<file path="src/rtl/frame_pkg.sv">
// -----------------------------------------------------------------------------
// frame_pkg
// Shared framing definitions for the map path: the frame geometry, the
// FAS/CRC positions, the framer state encoding and the CRC-8 byte step.
// The mapper, the corruptor and the receive-side deframer all import this,
// so the frame geometry is defined in exactly one place.
// -----------------------------------------------------------------------------
package frame_pkg;

    // Frame geometry
    localparam int unsigned FRAME_ROWS = 32'd4;
    localparam int unsigned FRAME_COLS = 32'd1041;
    localparam int unsigned FAS_LEN    = 32'd16;
    localparam int unsigned CRC_ROW    = 32'd3;
    localparam int unsigned CRC_COL    = 32'd1040;

    // CRC-8 generator x^8 + x^2 + x + 1, the x^8 term is implicit
    localparam logic [7:0] CRC_POLY = 8'h07;

    // Position counter types sized for the frame geometry
    typedef logic [1:0]  row_t;
    typedef logic [10:0] col_t;

    // Derived positions used by the framer
    localparam row_t LAST_ROW       = row_t'(FRAME_ROWS - 32'd1);
    localparam col_t LAST_COL       = col_t'(FRAME_COLS - 32'd1);
    localparam col_t FAS_LAST_COL   = col_t'(FAS_LEN - 32'd1);
    localparam col_t FAS_A_LAST_COL = col_t'((FAS_LEN / 32'd2) - 32'd1);
    localparam row_t CRC_ROW_IDX    = row_t'(CRC_ROW);
    localparam col_t CRC_COL_IDX    = col_t'(CRC_COL);
    // The last payload byte sits immediately before the CRC byte
    localparam col_t LAST_PYLD_COL  = col_t'(CRC_COL - 32'd1);

    // Framer state machine
    typedef enum logic [1:0] {
        ST_IDLE    = 2'd0,
        ST_FAS     = 2'd1,
        ST_PAYLOAD = 2'd2,
        ST_CRC     = 2'd3
    } frame_state_e;

    // One byte of CRC-8: MSB-first, no reflection. The byte is folded into
    // the register first, then eight shift/conditional-xor steps follow.
    function automatic logic [7:0] crc8_byte(input logic [7:0] crc,
                                             input logic [7:0] data);
        logic [7:0] c;
        c = crc ^ data;
        for (int i = 32'sd0; i < 32'sd8; i++) begin
            if (c[7]) begin
                c = {c[6:0], 1'b0} ^ CRC_POLY;
            end else begin
                c = {c[6:0], 1'b0};
            end
        end
        return c;
    endfunction

endpackage : frame_pkg

</file>
<file path="src/rtl/frame_crc8.sv">
// -----------------------------------------------------------------------------
// frame_crc8
// Registered CRC-8 accumulator for the frame payload.
//   clk    : clock
//   rst_n  : asynchronous active-low reset, clears the accumulator
//   clear  : synchronous clear to 0x00 (takes priority over update)
//   update : fold data into the accumulator this cycle
//   data   : byte to fold in
//   crc    : current accumulator value
// -----------------------------------------------------------------------------
module frame_crc8
    import frame_pkg::*;
(
    input  logic       clk,
    input  logic       rst_n,
    input  logic       clear,
    input  logic       update,
    input  logic [7:0] data,
    output logic [7:0] crc
);

    logic [7:0] crc_r;

    // Accumulator register: clear wins, otherwise fold in the strobed byte
    always_ff @(posedge clk or negedge rst_n) begin
        if (!rst_n) begin
            crc_r <= 8'h00;
        end else if (clear) begin
            crc_r <= 8'h00;
        end else if (update) begin
            crc_r <= crc8_byte(crc_r, data);
        end else begin
            crc_r <= crc_r;
        end
    end

    assign crc = crc_r;

endmodule : frame_crc8

</file>
<file path="src/rtl/frame_mapper.sv">
// -----------------------------------------------------------------------------
// frame_mapper
// Sender-side frame builder. Wraps a client byte stream into 4 x 1041 byte
// frames: 16 FAS bytes at the start of row 0, payload everywhere else, and a
// CRC-8 of the payload in the last column of row 3. Output fields drive the
// corruptor inputs one-to-one.
//
// Parameters:
//   FAS_BYTE_A        : FAS byte for row 0 cols 0-7
//   FAS_BYTE_B        : FAS byte for row 0 cols 8-15
// Ports:
//   i_clk             : clock
//   i_rst_n           : asynchronous active-low reset
//   i_frame_en        : start/continue framing, looked at only between frames
//   i_data            : client payload byte
//   i_data_valid      : i_data is valid
//   o_data_ready      : payload byte accepted this cycle when valid (state only)
//   o_row_cnt         : row of the byte on o_pyld_data
//   o_col_cnt         : column of the byte on o_pyld_data
//   o_pyld_data       : framed byte
//   o_pyld_data_valid : o_pyld_data is valid
//   o_frame_data_fas  : high on the 16 FAS bytes
//   o_frame_done      : one-cycle pulse alongside the CRC byte
// -----------------------------------------------------------------------------
module frame_mapper
    import frame_pkg::*;
#(
    parameter logic [7:0] FAS_BYTE_A = 8'hF6,
    parameter logic [7:0] FAS_BYTE_B = 8'h28
) (
    input  logic        i_clk,
    input  logic        i_rst_n,
    input  logic        i_frame_en,
    input  logic [7:0]  i_data,
    input  logic        i_data_valid,
    output logic        o_data_ready,
    output logic [1:0]  o_row_cnt,
    output logic [10:0] o_col_cnt,
    output logic [7:0]  o_pyld_data,
    output logic        o_pyld_data_valid,
    output logic        o_frame_data_fas,
    output logic        o_frame_done
);

    frame_state_e state_r;

    // Position of the next byte to be emitted
    row_t row_r;
    col_t col_r;

    // Registered output fields
    row_t       row_out_r;
    col_t       col_out_r;
    logic [7:0] data_out_r;
    logic       valid_out_r;
    logic       fas_out_r;
    logic       done_out_r;

    logic       data_ready_s;
    logic       crc_update_s;
    logic       crc_clear_s;
    logic [7:0] crc_value_s;

    // Handshake and CRC strobes are decoded from the state register alone,
    // so ready never depends on the upstream valid.
    always_comb begin
        data_ready_s = 1'b0;
        crc_update_s = 1'b0;
        crc_clear_s  = 1'b0;
        if (state_r == ST_PAYLOAD) begin
            data_ready_s = 1'b1;
            crc_update_s = i_data_valid;
        end else begin
            data_ready_s = 1'b0;
            crc_update_s = 1'b0;
        end
        if (state_r == ST_CRC) begin
            crc_clear_s = 1'b1;
        end else begin
            crc_clear_s = 1'b0;
        end
    end

    frame_crc8 u_crc8 (
        .clk    (i_clk),
        .rst_n  (i_rst_n),
        .clear  (crc_clear_s),
        .update (crc_update_s),
        .data   (i_data),
        .crc    (crc_value_s)
    );

    // Framer FSM: state, position counters and all registered outputs.
    // On cycles with no emitted byte, data/row/col hold and fas/done drop.
    always_ff @(posedge i_clk or negedge i_rst_n) begin
        if (!i_rst_n) begin
            state_r     <= ST_IDLE;
            row_r       <= 2'd0;
            col_r       <= 11'd0;
            row_out_r   <= 2'd0;
            col_out_r   <= 11'd0;
            data_out_r  <= 8'h00;
            valid_out_r <= 1'b0;
            fas_out_r   <= 1'b0;
            done_out_r  <= 1'b0;
        end else begin
            case (state_r)
                ST_IDLE: begin
                    valid_out_r <= 1'b0;
                    fas_out_r   <= 1'b0;
                    done_out_r  <= 1'b0;
                    row_r       <= 2'd0;
                    col_r       <= 11'd0;
                    if (i_frame_en) begin
                        state_r <= ST_FAS;
                    end else begin
                        state_r <= ST_IDLE;
                    end
                end

                ST_FAS: begin
                    // FAS bytes go out every cycle regardless of upstream
                    valid_out_r <= 1'b1;
                    fas_out_r   <= 1'b1;
                    done_out_r  <= 1'b0;
                    row_out_r   <= row_r;
                    col_out_r   <= col_r;
                    if (col_r <= FAS_A_LAST_COL) begin
                        data_out_r <= FAS_BYTE_A;
                    end else begin
                        data_out_r <= FAS_BYTE_B;
                    end
                    col_r <= col_r + 11'd1;
                    if (col_r == FAS_LAST_COL) begin
                        state_r <= ST_PAYLOAD;
                    end else begin
                        state_r <= ST_FAS;
                    end
                end

                ST_PAYLOAD: begin
                    fas_out_r  <= 1'b0;
                    done_out_r <= 1'b0;
                    if (i_data_valid) begin
                        valid_out_r <= 1'b1;
                        data_out_r  <= i_data;
                        row_out_r   <= row_r;
                        col_out_r   <= col_r;
                        if (col_r == LAST_COL) begin
                            col_r <= 11'd0;
                            if (row_r == LAST_ROW) begin
                                row_r <= 2'd0;
                            end else begin
                                row_r <= row_r + 2'd1;
                            end
                        end else begin
                            col_r <= col_r + 11'd1;
                        end
                        // Last payload byte just before the CRC slot
                        if ((row_r == CRC_ROW_IDX) && (col_r == LAST_PYLD_COL)) begin
                            state_r <= ST_CRC;
                        end else begin
                            state_r <= ST_PAYLOAD;
                        end
                    end else begin
                        // Stall: nothing emitted, position held
                        valid_out_r <= 1'b0;
                        state_r     <= ST_PAYLOAD;
                    end
                end

                ST_CRC: begin
                    // crc_value_s already includes the final payload byte
                    valid_out_r <= 1'b1;
                    fas_out_r   <= 1'b0;
                    done_out_r  <= 1'b1;
                    data_out_r  <= crc_value_s;
                    row_out_r   <= CRC_ROW_IDX;
                    col_out_r   <= CRC_COL_IDX;
                    row_r       <= 2'd0;
                    col_r       <= 11'd0;
                    if (i_frame_en) begin
                        state_r <= ST_FAS;
                    end else begin
                        state_r <= ST_IDLE;
                    end
                end

                default: begin
                    state_r     <= ST_IDLE;
                    row_r       <= 2'd0;
                    col_r       <= 11'd0;
                    valid_out_r <= 1'b0;
                    fas_out_r   <= 1'b0;
                    done_out_r  <= 1'b0;
                end
            endcase
        end
    end

    assign o_data_ready      = data_ready_s;
    assign o_row_cnt         = row_out_r;
    assign o_col_cnt         = col_out_r;
    assign o_pyld_data       = data_out_r;
    assign o_pyld_data_valid = valid_out_r;
    assign o_frame_data_fas  = fas_out_r;
    assign o_frame_done      = done_out_r;

endmodule : frame_mapper
</file>
<file path="config.mk">
export PLATFORM = sky130hd
export DESIGN_NAME = frame_mapper
export DESIGN_NICKNAME = d
export VERILOG_FILES = /design/src/rtl/frame_pkg.sv /design/src/rtl/frame_crc8.sv /design/src/rtl/frame_mapper.sv
export SDC_FILE = /design/constraint.sdc
export NUM_CORES = 1
export LEC_CHECK = 0
export CAP_MARGIN = 20
export CORE_MARGIN = 2
export CORE_UTILIZATION = 40
export CTS_BUF_LIST = sky130_fd_sc_hd__clkbuf_8
export DETAILED_ROUTE_END_ITERATION = 16
export HOLD_SLACK_MARGIN = 0.1
export PLACE_DENSITY_LB_ADDON = 0.12
export SETUP_SLACK_MARGIN = 0.5
export SLEW_MARGIN = 40
export SYNTH_ARGS = -nofsm -noshare
export SYNTH_HDL_FRONTEND = slang
export SYNTH_SLANG_ARGS = --single-unit
</file>
<file path="constraint.sdc">
create_clock -name i_clk -period 2.35 [get_ports i_clk]
set_input_delay 0.47 -clock i_clk [delete_from_list [all_inputs] [get_ports i_clk]]
set_output_delay 0.47 -clock i_clk [all_outputs]
set_load 0.005 [all_outputs]
</file>
==> flow_summary.ini <==
[clock_network]
cts_hold_buf = 0
clk_path_buf_depth = 2
numCtsBuffers = 5
clock_sinks = 47
clock_latency_ns = 0.31
clockRootBuffer = clkbuf_8
clkTransAtPathRegs_ns = 0.09
cts_tree = done
cts.htree.levels = 2

[run]
drv_cap = 0

[synthesis]
synthCells = 253
avgSynthCellArea_um2 = 10.3
synth.distinct_cells = 48
yosysTopAreaCellShare_pct = 45.3
yosys_warnings = 0
synth-seq-cells = 47
seq_area_frac_synth_pct = 45.3
ys_top_cells_by_area = dfrtp_1, xnor3_1, nand2_1, ha_1, nor2_1
synth_edf_count = 0
synth_ff_type = dfrtp_1
yosysTopAreaCell = dfrtp_1
synthesis.area_um2 = 2590
async_flop_share_pct = 100
syn_nets = 274

[die]
row_count = 29
die_w_um = 84.5
boundaryPins = 37
die_y_um = 84.5
fp.dieArea_um2 = 7150
initial_utilization_pct = 41.1
core-area_um2 = 6310

[global_routing]
antenna_found_initial = 0
grt_max_degree = 27
grt_pass1_wl_mm = 9.92
grt-ovfl-total = 0
grtUsageTotal_pct = 17.5
grt_pass1_vias = 1941

[routing]
route.detailed.drc = 0
via_per_inst = 5.23
via_count = 2039
ant_nets = 0
drt_iter0_markers = 88
routed_wirelength_mm = 6.24
first_pass_iters = 4
routedWlPerCell_um = 16.0

[timing]
worst_pin_slew_ns = 0.548
max_slew_margin_pct = 63.5
setup_viol = 0
hold_viol = 0
slew_viol_final = 0
rsz0062_at_grt = true
fin_crit_ns = 2.10
setup_ws_ns = 0.255
max_freq_mhz = 477
fin_tns_setup_ns = 0
clock_skew_ns = 0.00468
period_share_pct = 89.2

[setup_path]
cp_max_fo = 3
cp-end-kind = register
crit_required_ns = 2.55
start_kind = register
crit_arrival_ns = 2.29
path_class = register to register

[layout]
n_fill_cell = 592
final_util_pct = 53.3
mostFrequentLayoutCell = dfrtp_1
seq_area_um2 = 1180
antenna_cells = 0
layout-drive-gt1-share_pct = 19.5
final_cell_area_um2 = 3360
multiInputGateArea_um2 = 1370
areaGrowthSynthToFinish_pct = 29.7
layout.nets = 333
mostFrequentLayoutCells = dfrtp_1, nand2_1, clkdlybuf4s50_1, buf_4, nor2_1

[placed_design]
gp_congestion = 0.815
place_ws_ns = 0.00495
placed_cell_area_um2 = 3060
io_buffer_count = 36
place_hpwl_mm = 4.17

[power_and_ir_drop]
leakagePower_nw = 1.54
max-vdd-ir-drop_uv = 484
p_per_area_nw_per_um2 = 883
total_power_mw = 2.97

[hold_path]
holdCritPathClass = input port to async pin

[run_status]
status = completed
[flip-flops by register name (all words and copies together) (netlist names)]
register / count
col_r: 11
o_col_cnt: 11
o_pyld_data: 8
u_crc8.crc: 8
o_row_cnt: 2
row_r: 2
state_r: 2
o_frame_data_fas: 1
o_frame_done: 1
o_pyld_data_valid: 1
[per-stage QoR]
step,cells,hold WS (ns)
after floorplan,253,0.174
after global placement,365,0.453
after detailed placement,365,0.456
after CTS,384,0.140
after global routing,390,0.171
final,390,0.134
[power by group]
part           internal, mW  switching, mW
sequential            0.976          0.178
clock                 0.213          0.300
combinational         0.786          0.517
total                  1.98          0.995
[cells in the mapped netlist, types with 3 or more instances]
| library cell | instances |
|---|---|
| nand3_1 | 7 |
| ha_1 | 9 |
| nand3b_1 | 7 |
| a22oi_1 | 6 |
| xor2_1 | 8 |
| or3_1 | 6 |
| a21oi_1 | 14 |
| xnor2_1 | 10 |
| dfrtp_1 | 47 |
| nor3_1 | 3 |
| inv_1 | 6 |
| nand2_1 | 31 |
| nand2b_1 | 5 |
| clkbuf_1 | 9 |
| nor2_1 | 26 |
| xnor3_1 | 7 |
| o21ai_0 | 11 |
[worst paths after layout]
check,start,endpoint,slack [ns],cells after the start
min in group i_clk,o_col_cnt[8],o_col_cnt[8],0.48,2
setup / recovery,col_r[7],row_r[0],0.25,4
setup reg to reg,col_r[7],row_r[0],0.25,4
hold reg to reg,o_col_cnt[8],o_col_cnt[8],0.48,2
max in group asynchronous,i_rst_n,col_r[7],1.68,2
hold / removal,i_rst_n,o_col_cnt[5],0.13,1
[logic make-up after synthesis]
| group | share of synthesized area (%) |
|---|---|
| buffers and inverters | 5.45 |
| AND/OR/NAND/NOR | 19.0 |
| adder cells (fa/ha/maj) | 4.34 |
| XOR/XNOR | 12.8 |
| AO/OA/AOI/OAI | 12.3 |
| flip-flops | 45.3 |
| multiplexers | 0.820 |
[repair_timing]
| item | in CTS | in global routing |
|---|---|---|
| pin swaps | 6 | 7 |
| buffers inserted | 11 | 5 |
| gates resized for setup | 11 | 9 |
| gates cloned | 0 | 1 |
| setup endpoints to repair | 40 | 35 |
[worst max-delay path: stages, from the launching register on]
cell	delay (ns)
dfrtp_2	0.42
or4_4	0.55
or4_4	0.54
a21oi_4	0.18
mux2_4	0.31
[layout make-up]
class                      instances  share of cell area, %
tap                               77                   2.86
clock buffer                       5                   2.05
sequential                        47                   35.0
inverter                           6                  0.669
timing repair buffer              66                   18.0
multi-input combinational        186                   40.7
clock inverter                     3                  0.744
[per-layer routing]
layer  routed length, um  share of wire, %  GRT usage (%)  up-vias
met2                2850                46           27.0       50
li1                    -                 -              -     1005
met4                  51              0.82           5.34        0
met5                   0                 0              0        -
met1                3040                49           25.3      979
met3                 297               4.8           3.15        5
No activity file was read; power rests on OpenSTA's default activity.
